**src/rtl/ifm_sparse_chunk_writer.sv**
```systemverilog
// rtl/ifm_sparse_chunk_writer.sv - dense IFM beat compressor feeding a ping-pong sparse chunk buffer
module ifm_sparse_chunk_writer #(
    parameter int BUS_SIZE = 8,
    parameter int MEM_SIZE = 32,
    localparam int N   = MEM_SIZE / BUS_SIZE,
    localparam int CW  = (N > 1) ? $clog2(N) : 1,
    localparam int NZW = $clog2(MEM_SIZE) + 1
) (
    input  logic                  clk_i,
    input  logic                  rst_i,
    input  logic [BUS_SIZE*8-1:0] in_data_i,
    input  logic                  in_valid_i,
    output logic                  in_ready_o,
    input  logic                  in_last_i,
    output logic [BUS_SIZE-1:0]   wr_sparsemap_o,
    output logic [BUS_SIZE*8-1:0] wr_nonzero_data_o,
    output logic                  wr_valid_o,
    output logic [CW-1:0]         wr_count_o,
    output logic                  wr_sel_o,
    input  logic [1:0]            bank_release_i,
    output logic [1:0]            bank_full_o,
    output logic [2*NZW-1:0]      chunk_nz_cnt_o
);
    localparam int PW = $clog2(BUS_SIZE) + 1;

    typedef enum logic {FILL, PAD} state_t;

    state_t                  state_q, state_d;
    logic                    ready_en_q;
    logic                    cur_q, cur_d;
    logic [CW-1:0]           beat_cnt_q, beat_cnt_d;
    logic [NZW-1:0]          nz_acc_q, nz_acc_d;
    logic [1:0][NZW-1:0]     nz_cnt_q, nz_cnt_d;
    logic [1:0]              full_q, full_d;
    logic                    pend_q, pend_d;
    logic                    pend_bank_q, pend_bank_d;
    logic [BUS_SIZE-1:0]     wr_map_q, wr_map_d;
    logic [BUS_SIZE*8-1:0]   wr_data_q, wr_data_d;
    logic                    wr_valid_q, wr_valid_d;
    logic [CW-1:0]           wr_count_q, wr_count_d;
    logic                    wr_sel_q, wr_sel_d;

    logic [BUS_SIZE-1:0]     map_c;
    logic [BUS_SIZE*8-1:0]   pack_c;
    logic [PW-1:0]           pop_c;
    logic                    accept;
    logic                    beat;
    logic [NZW-1:0]          nz_sum;

    // Nonzero bytes are packed downward; the running pack index doubles as the popcount.
    always_comb begin
        map_c  = '0;
        pack_c = '0;
        pop_c  = '0;
        for (int k = 0; k < BUS_SIZE; k++) begin
            if (in_data_i[k*8 +: 8] != 8'd0) begin
                map_c[k]            = 1'b1;
                pack_c[pop_c*8 +: 8] = in_data_i[k*8 +: 8];
                pop_c               = pop_c + 1'b1;
            end
        end
    end

    // A completed bank is pending for one cycle so the reader never sees full before its last write.
    assign in_ready_o = ready_en_q && (state_q == FILL) && !full_q[cur_q]
                        && !(pend_q && (pend_bank_q == cur_q));
    assign accept     = in_valid_i && in_ready_o;
    assign beat       = accept || (state_q == PAD);

    always_comb begin
        state_d     = state_q;
        cur_d       = cur_q;
        beat_cnt_d  = beat_cnt_q;
        nz_acc_d    = nz_acc_q;
        nz_cnt_d    = nz_cnt_q;
        pend_d      = 1'b0;
        pend_bank_d = pend_bank_q;
        wr_map_d    = wr_map_q;
        wr_data_d   = wr_data_q;
        wr_valid_d  = 1'b0;
        wr_count_d  = wr_count_q;
        wr_sel_d    = wr_sel_q;
        nz_sum      = nz_acc_q + (accept ? NZW'(pop_c) : '0);

        full_d = full_q & ~bank_release_i;
        if (pend_q) begin
            full_d[pend_bank_q] = 1'b1;
        end

        if (beat) begin
            wr_valid_d = 1'b1;
            wr_count_d = beat_cnt_q;
            wr_sel_d   = cur_q;
            wr_map_d   = accept ? map_c  : '0;
            wr_data_d  = accept ? pack_c : '0;
            if (beat_cnt_q == CW'(N - 1)) begin
                beat_cnt_d      = '0;
                cur_d           = ~cur_q;
                nz_cnt_d[cur_q] = nz_sum;
                nz_acc_d        = '0;
                pend_d          = 1'b1;
                pend_bank_d     = cur_q;
                state_d         = FILL;
            end else begin
                beat_cnt_d = beat_cnt_q + 1'b1;
                nz_acc_d   = nz_sum;
                if (accept && in_last_i) begin
                    state_d = PAD;
                end
            end
        end
    end

    always_ff @(posedge clk_i or negedge rst_i) begin
        if (!rst_i) begin
            state_q     <= FILL;
            ready_en_q  <= 1'b0;
            cur_q       <= 1'b0;
            beat_cnt_q  <= '0;
            nz_acc_q    <= '0;
            nz_cnt_q    <= '0;
            full_q      <= '0;
            pend_q      <= 1'b0;
            pend_bank_q <= 1'b0;
            wr_map_q    <= '0;
            wr_data_q   <= '0;
            wr_valid_q  <= 1'b0;
            wr_count_q  <= '0;
            wr_sel_q    <= 1'b0;
        end else begin
            state_q     <= state_d;
            ready_en_q  <= 1'b1;
            cur_q       <= cur_d;
            beat_cnt_q  <= beat_cnt_d;
            nz_acc_q    <= nz_acc_d;
            nz_cnt_q    <= nz_cnt_d;
            full_q      <= full_d;
            pend_q      <= pend_d;
            pend_bank_q <= pend_bank_d;
            wr_map_q    <= wr_map_d;
            wr_data_q   <= wr_data_d;
            wr_valid_q  <= wr_valid_d;
            wr_count_q  <= wr_count_d;
            wr_sel_q    <= wr_sel_d;
        end
    end

    assign wr_sparsemap_o    = wr_map_q;
    assign wr_nonzero_data_o = wr_data_q;
    assign wr_valid_o        = wr_valid_q;
    assign wr_count_o        = wr_count_q;
    assign wr_sel_o          = wr_sel_q;
    assign bank_full_o       = full_q;
    assign chunk_nz_cnt_o    = nz_cnt_q;

endmodule

```
**config.mk**
```make
export PLATFORM = sky130hd
export DESIGN_NAME = ifm_sparse_chunk_writer
export DESIGN_NICKNAME = d
export VERILOG_FILES = /design/src/rtl/ifm_sparse_chunk_writer.sv
export SDC_FILE = /design/constraint.sdc
export NUM_CORES = 1
export LEC_CHECK = 0
export ABC_AREA = 1
export BUFFER_PORTS_ARGS = -buffer_cell sky130_fd_sc_hd__clkbuf_2
export CORE_MARGIN = 5
export CORE_UTILIZATION = 60
export DETAILED_ROUTE_END_ITERATION = 16
export PLACE_DENSITY = 0.93
export SYNTH_ARGS = -nofsm -noshare
export SYNTH_HDL_FRONTEND = slang
export SYNTH_SLANG_ARGS = --single-unit
```
**constraint.sdc**
```tcl
create_clock -name clk_i -period 3.7 [get_ports clk_i]
set_input_delay 0.37 -clock clk_i [delete_from_list [all_inputs] [get_ports clk_i]]
set_output_delay 0.37 -clock clk_i [all_outputs]
set_load 0.005 [all_outputs]
```
==> qor.txt, run 1 <==
Post-synth top area share - 23.2%
Status - did not finish
Port bufs - 160
GRT overflow - 700
Yosys top cell by area - dfrtp_1
Failed at - global routing
Post-Syn Instances - 1895
Synth area leaders - dfrtp_1 23%, nand2_1 22%, nand3_1 14%
First error - [ERROR GRT-0232] Routing congestion too high. Check the congestion heatmap in the GUI.
Syn Area/Cell - 5.87 µm²
Sequential-to-total area share from yosys stat - 23.2%
H-tree depth - 3
GP Congestion - 1.25
Dpl ws - -1.69 ns
Yosys warns - 0
Clk buf depth - 2
Site Rows - 49
Chip Height - 146 µm
Initial core utilization - 61.5%
Post-Syn Nets - 1989
Die Span X - 146 µm
Mapped Area - 11100 µm²
CTS Buf Count - 9
Root buffer cell - clkbuf_16
Largest net degree at the start of global routing - 84
Post-synth cell types - 46
HPWL Detailed - 36.1 mm
Clk sinks - 103
GRT Total Usage - 90.3%
IO Count - 161
Inst Count DP - 2475
Synth Register Bits - 103
-- through the flow --
| step | util, % | TNS [ns] | cell area [µm²] |
|---|---|---|---|
| 2_1_floorplan | - | -76.46 | 11400 |
| 3_3_place_gp | 78.2 | -84.03 | 14100 |
| 3_5_place_dp | 78.2 | -111.12 | 14100 |
| 4_1_cts | 84.3 | -57.22 | 15200 |
-- kinds of logic after synthesis --
logic type	after synthesis	share of synthesized area (%)
AOI/OAI and AO/OA	197	9.60
xor gates and xnor gates	4	0.315
adders and majority gates	24	2.83
buffers and inverters	254	9.04
DFF	103	23.2
other	1	0.0337
and+or+nand+nor	1312	55.0
-- metal layers --
| metal | track usage [%] | GRT overflow |
|---|---|---|
| met5 | 59.1 | 9 |
| met4 | 95.6 | 198 |
| met1 | 85.9 | 52 |
| met3 | 81.3 | 40 |
| met2 | 103 | 401 |
-- synthesized netlist by cell type (all sizes together) --
master	count
nor3	37
a22oi	1
nand2	670
or2	9
xor2	4
o22ai	7
o32ai	2
o2111ai	1
o31ai	3
clkinv	9
o21ai	131
o21a	4
fa	2
conb	1
buf	32
nand4	72
a32oi	2
dfrtp	103
a31oi	2
inv	173
a21oi	40
clkbuf	40
o21bai	1
ha	22
nand3	312
nor2	190
o211ai	3
nor4	22
-- timing repair --
item / in CTS
buffers inserted: 33
cloned: 3
pin swaps: 56
hold buffers: 0
setup endpoints to repair: 79
gates resized for setup: 115
==> inputs of run 2 (changes only) <==
--- a/config.mk
+++ b/config.mk
@@ -8,9 +8,9 @@
 export ABC_AREA = 1
 export BUFFER_PORTS_ARGS = -buffer_cell sky130_fd_sc_hd__clkbuf_2
 export CORE_MARGIN = 5
-export CORE_UTILIZATION = 60
+export CORE_UTILIZATION = 40
 export DETAILED_ROUTE_END_ITERATION = 16
-export PLACE_DENSITY = 0.93
+export PLACE_DENSITY_LB_ADDON = 0.15
 export SYNTH_ARGS = -nofsm -noshare
 export SYNTH_HDL_FRONTEND = slang
 export SYNTH_SLANG_ARGS = --single-unit
==> qor.txt, run 2 <==
Final setup vio count - 79
Clk sinks - 103 (unchanged)
Reg clk slew, reported paths - 0.08 ns
N_diodes - 0
First-pass GRT wire length - 80.0 mm
Reg2Reg Depth - 15
Synth area leaders - dfrtp_1 23%, nand2_1 22%, nand3_1 14%
Core Area - 27600 µm²
Pwr/cell area - 319 nW/µm²
Post-synth EDFFs - 0 (unchanged)
Critical Path Start Type - input pin
Vias - 15100
RR Startpoint - pend_bank_q$_DFFE_PN0P_
Setup TNS - -57.14 ns
Worst hold path type - input pin to async pin
Worst endpoint required time - 3.94 ns
Yosys top cell by area - dfrtp_1
LEAKAGE - 8.64 nW
CP Max Fanout - 12
Fin crit period - 4.54 ns
Hold Slack - 0.0328 ns
Max-slew headroom - 40.4%
Initial core utilization - 40.3% (-21 points)
Worst path slowest cell - fa_2
Post-Syn Nets - 1989 (unchanged)
Post-synth top area share - 23.2% (unchanged)
Final Net Count - 2452
Vias per cell - 5.51
Sequential-to-total area share from yosys stat - 23.2% (unchanged)
# Max-Cap Violations - 0
RSZ-0062 raised after global routing - true
GRT Total Usage - 33.0%
Commonest cells after routing, fill and taps aside - 600 x nand2_1, 322 x buf_4, 203 x nand3_1, 152 x clkbuf_2, 144 x nor2_1
Post-Route WL - 53.6 mm
Worst skew pair latency - 0.36 ns
Routed wire per std cell - 19.6 µm
Most used cell, CP - nand2_4
Largest net degree at the start of global routing - 84
Chip Height - 177 µm (+21%)
CTS Buf Count - 9 (unchanged)
FF-to-FF End - nz_acc_q[4]$_DFFE_PN0P_
Post-synth top cells - 638 x nand2_1, 301 x nand3_1, 156 x inv_1, 155 x nor2_1, 113 x o21ai_0
Post-synth ARST share - 100% (unchanged)
Site Rows - 61 (+24%)
CP top delay family - simple AND/OR/NAND/NOR gates
Most instantiated library cell after synthesis - nand2_1
Crit path DAT - 4.78 ns
Synth Register Bits - 103 (unchanged)
Clk buf depth - 2 (unchanged)
Failing checks - negative setup slack
Post-layout power - 5.32 mW
Cell Area, Placed - 14800 µm² (+4.4%)
Cell area after layout - 16700 µm²
GP Congestion - 1.02 (-19%)
Max reg flops - 64
Non-Filler Instances - 2741
Crit. Startpoint - in_data_i[13]
Vias in the first global route - 14400
Worst setup path endpoint - wr_nonzero_data_o[45]$_DFFE_PN0P_
Antenna-violating nets left - 0
CTS tree - done
Final worst-path setup slack - -0.841 ns
GRT overflow - 0
Tcrit/Tclk final - 123%
Port bufs - 160 (unchanged)
Die Span X - 177 µm (+21%)
TritonRoute pass-1 iters - 7
DR iter-0 viols - 1776
Die ar. - 31300 µm²
HPWL Detailed - 42.8 mm (+18%)
Yosys warns - 0 (unchanged)
DRC viols - 0
Fin util - 60.4%
Post-synth cell types - 46 (unchanged)
Commonest non-fill, non-tap cell in the layout - nand2_1
Layout cells sized above 1 - 36.8%
Post-Syn Instances - 1895 (unchanged)
Mapped Area - 11100 µm² (unchanged)
Max incr delay on CP - 0.66 ns
Root buffer cell - clkbuf_16
WP buf/inv - 8
FMAX - 0.220 GHz
IO Count - 161 (unchanged)
Cts hold-fix bufs - 0 (unchanged)
Skew final - 0.0175 ns
Status - finished, violations left
R2r setup slk - 0.90 ns
Syn Area/Cell - 5.87 µm² (unchanged)
Post-synth top flop - dfrtp_1
Worst setup EP type - register
Crit. path cell count - 29
H-tree depth - 3 (unchanged)
Antenna violations before repair - 0
Dpl ws - -1.49 ns (+0.192 ns)
WS Path Type - input pin to register
Fin. max-slew vios - 0
Worst-Margin Slew - 0.893 ns
Inst Count DP - 2675 (+8.1%)
Worst VDD drop - 0.293 mV
Final Hold Fails - 0
Area Overhead vs Synth - 50.0%
==> run 2: where the power goes <==
part | total, mW | internal, mW | switching (mW)
clock network | 0.950 | 0.469 | 0.481
registers | 1.90 | 1.61 | 0.292
logic | 2.47 | 1.01 | 1.46
==> run 2: cell families after synthesis <==
logic type	count (synthesis)	synth area share (%)
simple gates	1312	55.0
buf+inv	254	9.04
compound gates	197	9.60
flops	103	23.2
fa+ha+maj	24	2.83
xor+xnor	4	0.315
other cells	1	0.0337
==> run 2: per-layer routing <==
metal	global-route usage (%)	vias to the layer above	share of wire, %	wire length [µm]
met5	0	-	0	0
met4	7.83	0	2.7	1440
met3	6.52	105	10	5420
met2	50.7	748	44	23400
met1	47.8	7072	44	23300
li1	-	7191	-	-
==> run 2: worst min path at each step <==
stage                      from  slack (ns)                       endpoint  depth (start not counted)
after floorplan           rst_i        0.07       bank_full_o[0]$_DFF_PN0_                          0
after global placement    rst_i        0.43  wr_sparsemap_o[2]$_DFFE_PN0P_                          1
after detailed placement  rst_i        0.43  wr_sparsemap_o[2]$_DFFE_PN0P_                          1
after CTS                 rst_i        0.05  wr_sparsemap_o[2]$_DFFE_PN0P_                          1
after global routing      rst_i        0.09  wr_sparsemap_o[0]$_DFFE_PN0P_                          1
final                     rst_i        0.03  wr_sparsemap_o[1]$_DFFE_PN0P_                          1
==> run 2: layout make-up <==
type / instances / area (µm²)
clock buffers: 10 / 229
flip-flops and latches: 103 / 2580
inverters: 182 / 723
repair buffers: 523 / 3850
fillers: 2722 / 10900
well taps: 378 / 473
clock inverters: 6 / 52.6
multi-input cells: 1539 / 8790
==> run 2: timing repair <==
action / CTS / global route
gates cloned: 5 / 0
pin swaps: 118 / 113
gates resized for setup: 141 / 145
endpoints found under the setup margin: 79 / 80
buffers inserted: 32 / 13
Note: power is estimated with default switching activity, not from simulation.
